## config.mk

```make
export PLATFORM = sky130hd
export DESIGN_NAME = rename_freelist_ctrl
export DESIGN_NICKNAME = d
export VERILOG_FILES = /design/src/rtl/rename_pkg.sv /design/src/rtl/freelist_ram.sv /design/src/rtl/rename_freelist_ctrl.sv
export SDC_FILE = /design/constraint.sdc
export NUM_CORES = 1
export LEC_CHECK = 0
export ABC_AREA = 1
export BUFFER_PORTS_ARGS = -buffer_cell sky130_fd_sc_hd__clkbuf_2
export CAP_MARGIN = 20
export CORE_ASPECT_RATIO = 1.75
export CORE_MARGIN = 5
export CORE_UTILIZATION = 46
export CTS_CLUSTER_SIZE = 20
export DETAILED_ROUTE_END_ITERATION = 12
export PLACE_DENSITY = 0.76
export SLEW_MARGIN = 20
export SYNTH_ARGS = -nofsm -noshare
export SYNTH_HDL_FRONTEND = slang
export SYNTH_SLANG_ARGS = --single-unit
export TNS_END_PERCENT = 100
```

## constraint.sdc

```tcl
create_clock -name CLK -period 7 [get_ports CLK]
set_input_delay 1.05 -clock CLK [delete_from_list [all_inputs] [get_ports CLK]]
set_output_delay 1.05 -clock CLK [all_outputs]
set_load 0.01 [all_outputs]
```

## src/rtl/rename_pkg.sv

```systemverilog
// Shared rename-stage types and sizing: physical register tags and free-list pointers.
package rename_pkg;
    localparam int NUM_PREG = 64;
    localparam int PREG_W   = 6;
    localparam int FL_DEPTH = 32;
    localparam int IDX_W    = 5;

    typedef logic [PREG_W-1:0] preg_t;
    // Pointer = 5-bit list index plus a wrap bit, so full and empty are distinguishable.
    typedef logic [IDX_W:0]    ptr_t;

    function automatic ptr_t ptr_inc(input ptr_t p);
        return p + ptr_t'(1);
    endfunction
endpackage

```

## src/rtl/freelist_ram.sv

```systemverilog
// 32x6 free-list storage: one synchronous write port, one asynchronous read port.
// Reset loads entry i with tag 32+i, the architecturally unmapped registers.
module freelist_ram
    import rename_pkg::*;
(
    input  logic              clk_i,
    input  logic              rst_i,
    input  logic              we_i,
    input  logic [IDX_W-1:0]  waddr_i,
    input  logic [PREG_W-1:0] wdata_i,
    input  logic [IDX_W-1:0]  raddr_i,
    output logic [PREG_W-1:0] rdata_o
);
    preg_t mem_q [FL_DEPTH];

    always_ff @(posedge clk_i or posedge rst_i) begin
        if (rst_i) begin
            for (int i = 0; i < FL_DEPTH; i++) begin
                mem_q[i] <= preg_t'(FL_DEPTH + i);
            end
        end else if (we_i) begin
            mem_q[waddr_i] <= wdata_i;
        end
    end

    assign rdata_o = mem_q[raddr_i];
endmodule

```

## src/rtl/rename_freelist_ctrl.sv

```systemverilog
// Rename free-list controller: speculative/commit heads, tail, count and sticky error.
// Allocation is zero-latency (tag visible combinationally, head moves next edge); grant drops when empty or flushing.
module rename_freelist_ctrl
    import rename_pkg::*;
(
    input  logic              CLK,
    input  logic              RESET,
    input  logic              alloc_req,
    output logic              alloc_grant,
    output logic [PREG_W-1:0] alloc_reg,
    input  logic              commit_valid,
    input  logic              free_valid,
    input  logic [PREG_W-1:0] free_reg,
    input  logic              FLUSH,
    output logic [PREG_W-1:0] free_count,
    output logic              empty,
    output logic              err
);
    ptr_t  spec_head_q, spec_head_d;
    ptr_t  commit_head_q, commit_head_d;
    ptr_t  tail_q, tail_d;
    logic [PREG_W-1:0] free_count_q, free_count_d;
    logic  err_q, err_d;

    logic  full;
    logic  commit_ok;
    logic  free_ok;
    ptr_t  occupancy;

    always_comb begin
        occupancy   = tail_q - commit_head_q;
        full        = (occupancy == ptr_t'(FL_DEPTH));
        alloc_grant = alloc_req & ~empty & ~FLUSH & ~RESET;
        // A commit may never overtake the speculative head.
        commit_ok   = commit_valid & (commit_head_q != spec_head_q);
        free_ok     = free_valid & (free_reg != '0) & ~full;
        err_d       = err_q | (commit_valid & ~commit_ok) | (free_valid & ~free_ok);

        commit_head_d = commit_ok ? ptr_inc(commit_head_q) : commit_head_q;
        tail_d        = free_ok   ? ptr_inc(tail_q)        : tail_q;

        // Flush rewinds to the committed head including this cycle's retirement.
        if (FLUSH) begin
            spec_head_d = commit_head_d;
        end else if (alloc_grant) begin
            spec_head_d = ptr_inc(spec_head_q);
        end else begin
            spec_head_d = spec_head_q;
        end

        free_count_d = tail_d - spec_head_d;
    end

    always_ff @(posedge CLK or posedge RESET) begin
        if (RESET) begin
            spec_head_q   <= '0;
            commit_head_q <= '0;
            tail_q        <= ptr_t'(FL_DEPTH);
            free_count_q  <= PREG_W'(FL_DEPTH);
            err_q         <= 1'b0;
        end else begin
            spec_head_q   <= spec_head_d;
            commit_head_q <= commit_head_d;
            tail_q        <= tail_d;
            free_count_q  <= free_count_d;
            err_q         <= err_d;
        end
    end

    freelist_ram u_ram (
        .clk_i   (CLK),
        .rst_i   (RESET),
        .we_i    (free_ok),
        .waddr_i (tail_q[IDX_W-1:0]),
        .wdata_i (free_reg),
        .raddr_i (spec_head_q[IDX_W-1:0]),
        .rdata_o (alloc_reg)
    );

    assign free_count = free_count_q;
    assign empty      = (free_count_q == '0);
    assign err        = err_q;
endmodule

```

Yosys cells after proc, flatten, opt, wreduce, memory -nomap -nowiden
Index checks and enable logic that the tools add are counted.
- flip-flop bits (word level): 217
- latch bits: 0
- RAM bits: 0
- ROM bits: 0
- input bits: 12
- output and inout bits: 15
- word-level logic and storage cells: 78
- memories: 0
- add/sub/neg operators: 5
- multiply operators: 0
- div/mod/pow operators: 0
- order comparisons: 3
- equality and inequality tests: 2
- shift operators: 0
- mux-type cells: 10
- bitwise operators: 18
- reductions and logical operators: 3
- operators with widths (cell ; count):
    192-bit bitwise mux ; 1
    6-bit 2-to-1 mux ; 7
    6-bit binary-select mux with 5-bit select ; 1
    6-bit demux with 5-bit select ; 1
    6-bit by 1-bit adder with 6-bit output, second input constant ; 3
    6-bit greater-or-equal comparator, second input constant ; 2
    5-bit NOT with 6-bit output ; 2
    6-bit subtractor ; 2
    1-bit AND ; 8
    6-bit == test, second input constant ; 1
    6-bit logical NOT ; 1
    6-bit by 1-bit less-than comparator with 1-bit output, second input constant ; 1
    6-bit != test ; 1
    1-bit NOT ; 6
    6-bit nonzero test ; 1
    1-bit bitwise OR ; 2
    1-bit logical AND ; 1

Longest topological paths before layout
- word-level depth: 8
- mapped depth: 23
- mapped depth without buffers: 23

Modules after synthesis
A second synthesis with hierarchy kept.
- cells, all modules: 1398
- area, all modules: 11128.2 µm²
- by module, submodules not included (module ; times used ; cells an instance ; area an instance (µm²) ; sequential area each (µm²)):
    freelist_ram ; 1 ; 1145 ; 9247.6 ; 4944.7
    rename_freelist_ctrl ; 1 ; 253 ; 1880.6 ; 628.1

Least setup slack after synthesis
No wires, ideal clock.
- path kind: input to register
- from: input port free_reg[4]
- to: register free_count_q[5] (netlist: free_count[5])
- setup time: 0.076 ns
- arrival time: 2.901 ns
- data required time: 6.924 ns
- path slack: 4.023 ns
- stages: 18
- buffers on the path: 0
- path through: inv_1 -> nand4_1 -> nand2_1 -> inv_1 -> nand2_4 -> inv_1 -> o21ai_0 -> ha_1 -> nand3_1 -> nand2_1 -> nand2_1 -> nand2_1 -> a21oi_1 -> inv_1 -> nand3_1 -> nand2_1 -> nand2_1 -> nand2_1
- cells in the longest elaborated chain, start to end: 5
- RTL lines (element ; RTL line ; text):
    from (decl) ; rename_freelist_ctrl.sv:13 ; input logic [PREG_W-1:0] free_reg,
    6-bit nonzero test ; rename_freelist_ctrl.sv:36 ; free_ok = free_valid & (free_reg != '0) & ~full;
    1-bit AND (2 in series) ; rename_freelist_ctrl.sv:36 ;
    6-bit 2-to-1 mux ; rename_freelist_ctrl.sv:40 ; tail_d = free_ok ? ptr_inc(tail_q) : tail_q;
    via tail_d[1] ; rename_freelist_ctrl.sv:21 ; ptr_t tail_q, tail_d;
    6-bit subtractor ; rename_freelist_ctrl.sv:51 ; free_count_d = tail_d - spec_head_d;
    via free_count_d[5] ; rename_freelist_ctrl.sv:22 ; logic [PREG_W-1:0] free_count_q, free_count_d;
    to (signal assigned) ; rename_freelist_ctrl.sv:59 ; free_count_q <= PREG_W'(FL_DEPTH);
    to (signal assigned) ; rename_freelist_ctrl.sv:65 ; free_count_q <= free_count_d;
    to (decl) ; rename_freelist_ctrl.sv:22 ;
The timed path passes the listed nets, and every way through them passes these cells.
A chain may end at the register's enable or synchronous reset.

Worst setup path after layout
- from: register spec_head_q[0]
- to: output port alloc_reg[5]
- cells in the longest elaborated chain, start to end: 4
- RTL lines (element ; RTL line ; text):
    from (decl) ; rename_freelist_ctrl.sv:19 ; ptr_t spec_head_q, spec_head_d;
    from (signal assigned) ; rename_freelist_ctrl.sv:62 ; spec_head_q <= spec_head_d;
    5-bit NOT with 6-bit output (not written as such) ; freelist_ram.sv:26 ; assign rdata_o = mem_q[raddr_i];
    6-bit binary-select mux with 5-bit select ; freelist_ram.sv:26 ;
    6-bit 2-to-1 mux (not written as such) (2 in series) ; freelist_ram.sv:26 ;
    to (decl) ; rename_freelist_ctrl.sv:10 ; output logic [PREG_W-1:0] alloc_reg,
Every way passes these cells. The select of a mux whose other input is x is not followed.

==> impl_metrics.ini <==
[grt]
grt_use_total_pct = 20.5
antenna_found_initial = 0
gr-total-overflow = 0
grt_pass1_vias = 8524
grt_first_pass_wirelength_mm = 43.9
grt_max_degree = 160

[clock_network]
cts_setup_buffers = 0
cts_made_buffers = 20
clock_latency_ps = 490
cts_tree = built
hold_buffers = 0
cts-root-buf = clkbuf_16
clk_pin_slew_ps = 70
clock_path_buffers = 3
clkSinkCount = 217
cts_resized = 0
htreeDepth = 1

[cells_and_area]
fin_cells = 1558
final_layout_size_suffix_gt1_share_pct = 15.4
num-nets-final = 1273
areaGrowthSynthToFinish_pct = 8.10
multi_input_area_um2 = 4400
n_antenna_cell = 0
fillers = 2107
seq_area_um2 = 5580

[worst_setup_path]
path_cells = inv_2, buf_4, o21ai_0, o22ai_1, nand2_1, o211ai_1, nand2_1, o21ai_0, clkbuf_2
cp_top_family = buffers and inverters
cp.required_ps = 5950
path_max_fanout = 38
path_class = flop to primary output
cp_slowest_cell = dfrtp_4
startpoint_type = flop
cp-end-kind = primary output
arrival_ps = 3320
cp_num_buf_inv = 3
cpPeakStageDelay_ps = 630

[timing]
setup_viol = 0
hold_slack_ps = 472
fmax_mhz = 229
fin_worst_skew_ps = 9.66
period_share_pct = 62.4
setup_tns_ps = 0
hold_viol = 0
finalCriticalPeriod_ps = 4370
rsz0062_at_grt = no
drv_slew = 0
relSlewSlack_pct = 33.2
tightestPinTransition_ps = 1000

[synthesis]
synth_seq_cells = 217
ys.flop_type = dfstp_2
synth_top_area_cell = dfstp_2
ys_top_cells_by_area = dfstp_2 28%, dfrtp_1 24%, nand2_1 14%
synth_enable_flop_cells = 0
async_reset_ff_share_pct = 100
synth_seq_area_share_pct = 52.6
yosys_warnings = 0
synth_nets = 1301
synth_cell_types = 28
synthCells = 1272
avgSynthCellArea_um2 = 8.33
yosysMostFrequentCell = nand2_1
synth_top_area_share_pct = 28.3
synthTopCellsByCount = 403 x nand2_1, 231 x o21ai_0, 114 x dfstp_2, 103 x dfrtp_1, 69 x nor2_1
netlist_area_um2 = 10600

[power_and_ir_drop]
p_comb_share_pct = 39.6
p_int_mw = 3.39
clkPwrFrac_pct = 18.6
power_density_nw_per_um2 = 498
p_sw_mw = 2.32
power.share.sequential_pct = 41.8
swShare_pct = 40.6
leakage_nw = 5.12
irDropWorstVdd_mv = 0.231

[die]
die_w_um = 125
ioPinCount = 27
die_area_um2 = 26300
core-area_um2 = 22700
start_util_pct = 46.6
die_h_um = 211
placementRows = 73

[placed_design]
routabilityCongestion = 0.967
port_buffers = 26
dp.cells = 1520
dp_hpwl_mm = 18.2

[route]
drtPass1Iterations = 5
via_per_inst = 5.53
ant_nets = 0
drc = 0
wl_per_cell_um = 17.4
vias = 8622
wirelength_mm = 27.1
drt_iter0_markers = 866

[flow_run]
cap_viol_max_count = 0

[outcome]
outcome = finished, final reports clean

[worst_hold_path]
hold_path_class = flop to flop
## flip-flops by register name, indices dropped and copies added, names as in the netlist
register / count
commit_head_q: 6
err: 1
free_count: 6
spec_head_q: 6
tail_q: 6
u_ram.mem_q: 192
## stage by stage
step	area [um2]	setup slack (ps)	utilization, %	power, mW
after global routing	11500	2410	50.4	6.13
after floorplan	10600	203	-	3.93
final	11500	2630	50.4	5.70
after global placement	10800	3140	47.3	4.56
after detailed placement	10800	3040	47.4	4.63
after CTS	11400	2670	50.2	5.70
## tightest hold or removal path: cells and delay by family (launching register included)
family / cells / cell delay (ps)
flip-flops: 1 / 370
AO/OA/AOI/OAI: 1 / 50
AND/OR/NAND/NOR: 1 / 50
## power groups by stage
| stage | Combinational (mW) | Clock, mW | Sequential (mW) |
|---|---|---|---|
| finish | 2.26 | 1.06 | 2.38 |
| global placement | 2.19 | 0 | 2.37 |
| global route | 2.53 | 1.14 | 2.46 |
| CTS | 2.25 | 1.08 | 2.37 |
| floorplan | 1.69 | 0 | 2.24 |
| detailed placement | 2.24 | 0 | 2.38 |
## cells by family (layout without fill, tap and decap cells)
group	after synthesis	after routing	synth area share, %
xor+xnor	12	12	0.991
simple gates	516	516	19.3
buf+inv	145	131	5.97
mux	24	24	2.27
flops	217	217	52.6
fa+ha+maj	17	17	2.08
compound gates	341	341	16.8
## routing by layer
layer	vias to the layer above	GRT usage [%]	share of wire [%]
met5	-	0	0
li1	4122	-	-
met4	0	11.4	5.7
met3	85	2.66	5.1
met1	4124	23.8	38
met2	291	36.7	51
## path summary, 6_finish.rpt
check	to	cells after the start	slack (ps)	start
max reg2reg	free_count[5]	21	3010	spec_head_q[0]
min in group asynchronous	err	2	700	RESET
min	u_ram.mem_q[94]	2	470	u_ram.mem_q[94]
min reg2reg	u_ram.mem_q[94]	2	470	u_ram.mem_q[94]
max	alloc_reg[5]	9	2630	spec_head_q[0]
max in group asynchronous	u_ram.mem_q[171]	3	5040	RESET
## cell type report
| type | instances | share of cell area [%] |
|---|---|---|
| clock buffers | 31 | 5.35 |
| clock inverters | 5 | 0.218 |
| inverters | 59 | 2.04 |
| multi-input cells | 910 | 38.4 |
| flip-flops and latches | 217 | 48.7 |
| well taps | 300 | 3.28 |
| repair buffers | 36 | 2.10 |
## placed cells by master, fill, tap and decap left out
| master | Yosys | routed |
|---|---|---|
| dfstp_2 | 114 | 114 |
| mux2i_1 | 24 | 24 |
| inv_1 | 57 | 54 |
| nand2_4 | 1 | 1 |
| nor2_1 | 69 | 69 |
| clkbuf_1 | 40 | 5 |
| clkbuf_8 | 0 | 5 |
| dfrtp_4 | 0 | 1 |
| a21oi_1 | 34 | 34 |
| o22ai_1 | 24 | 24 |
| nor3_1 | 7 | 7 |
| nand3_2 | 1 | 1 |
| ha_1 | 16 | 16 |
| inv_2 | 2 | 4 |
| o211ai_1 | 19 | 19 |
| o21ai_1 | 33 | 33 |
| clkbuf_2 | 0 | 26 |
| xor2_1 | 12 | 12 |
| nand2_1 | 403 | 403 |
| clkbuf_16 | 0 | 21 |
| buf_8 | 0 | 2 |
| nor2_4 | 3 | 3 |
| fa_1 | 1 | 1 |
| nand4_1 | 4 | 4 |
| nand3_1 | 25 | 25 |
| dfrtp_1 | 103 | 102 |
| clkinv_2 | 0 | 5 |
| buf_4 | 14 | 7 |
| o21ai_0 | 231 | 231 |
| nand3b_1 | 1 | 1 |
| clkinv_8 | 0 | 1 |
| nand2_2 | 1 | 1 |
| nor2_8 | 1 | 1 |
| buf_16 | 0 | 1 |
No activity file was read; power rests on OpenSTA's default activity.
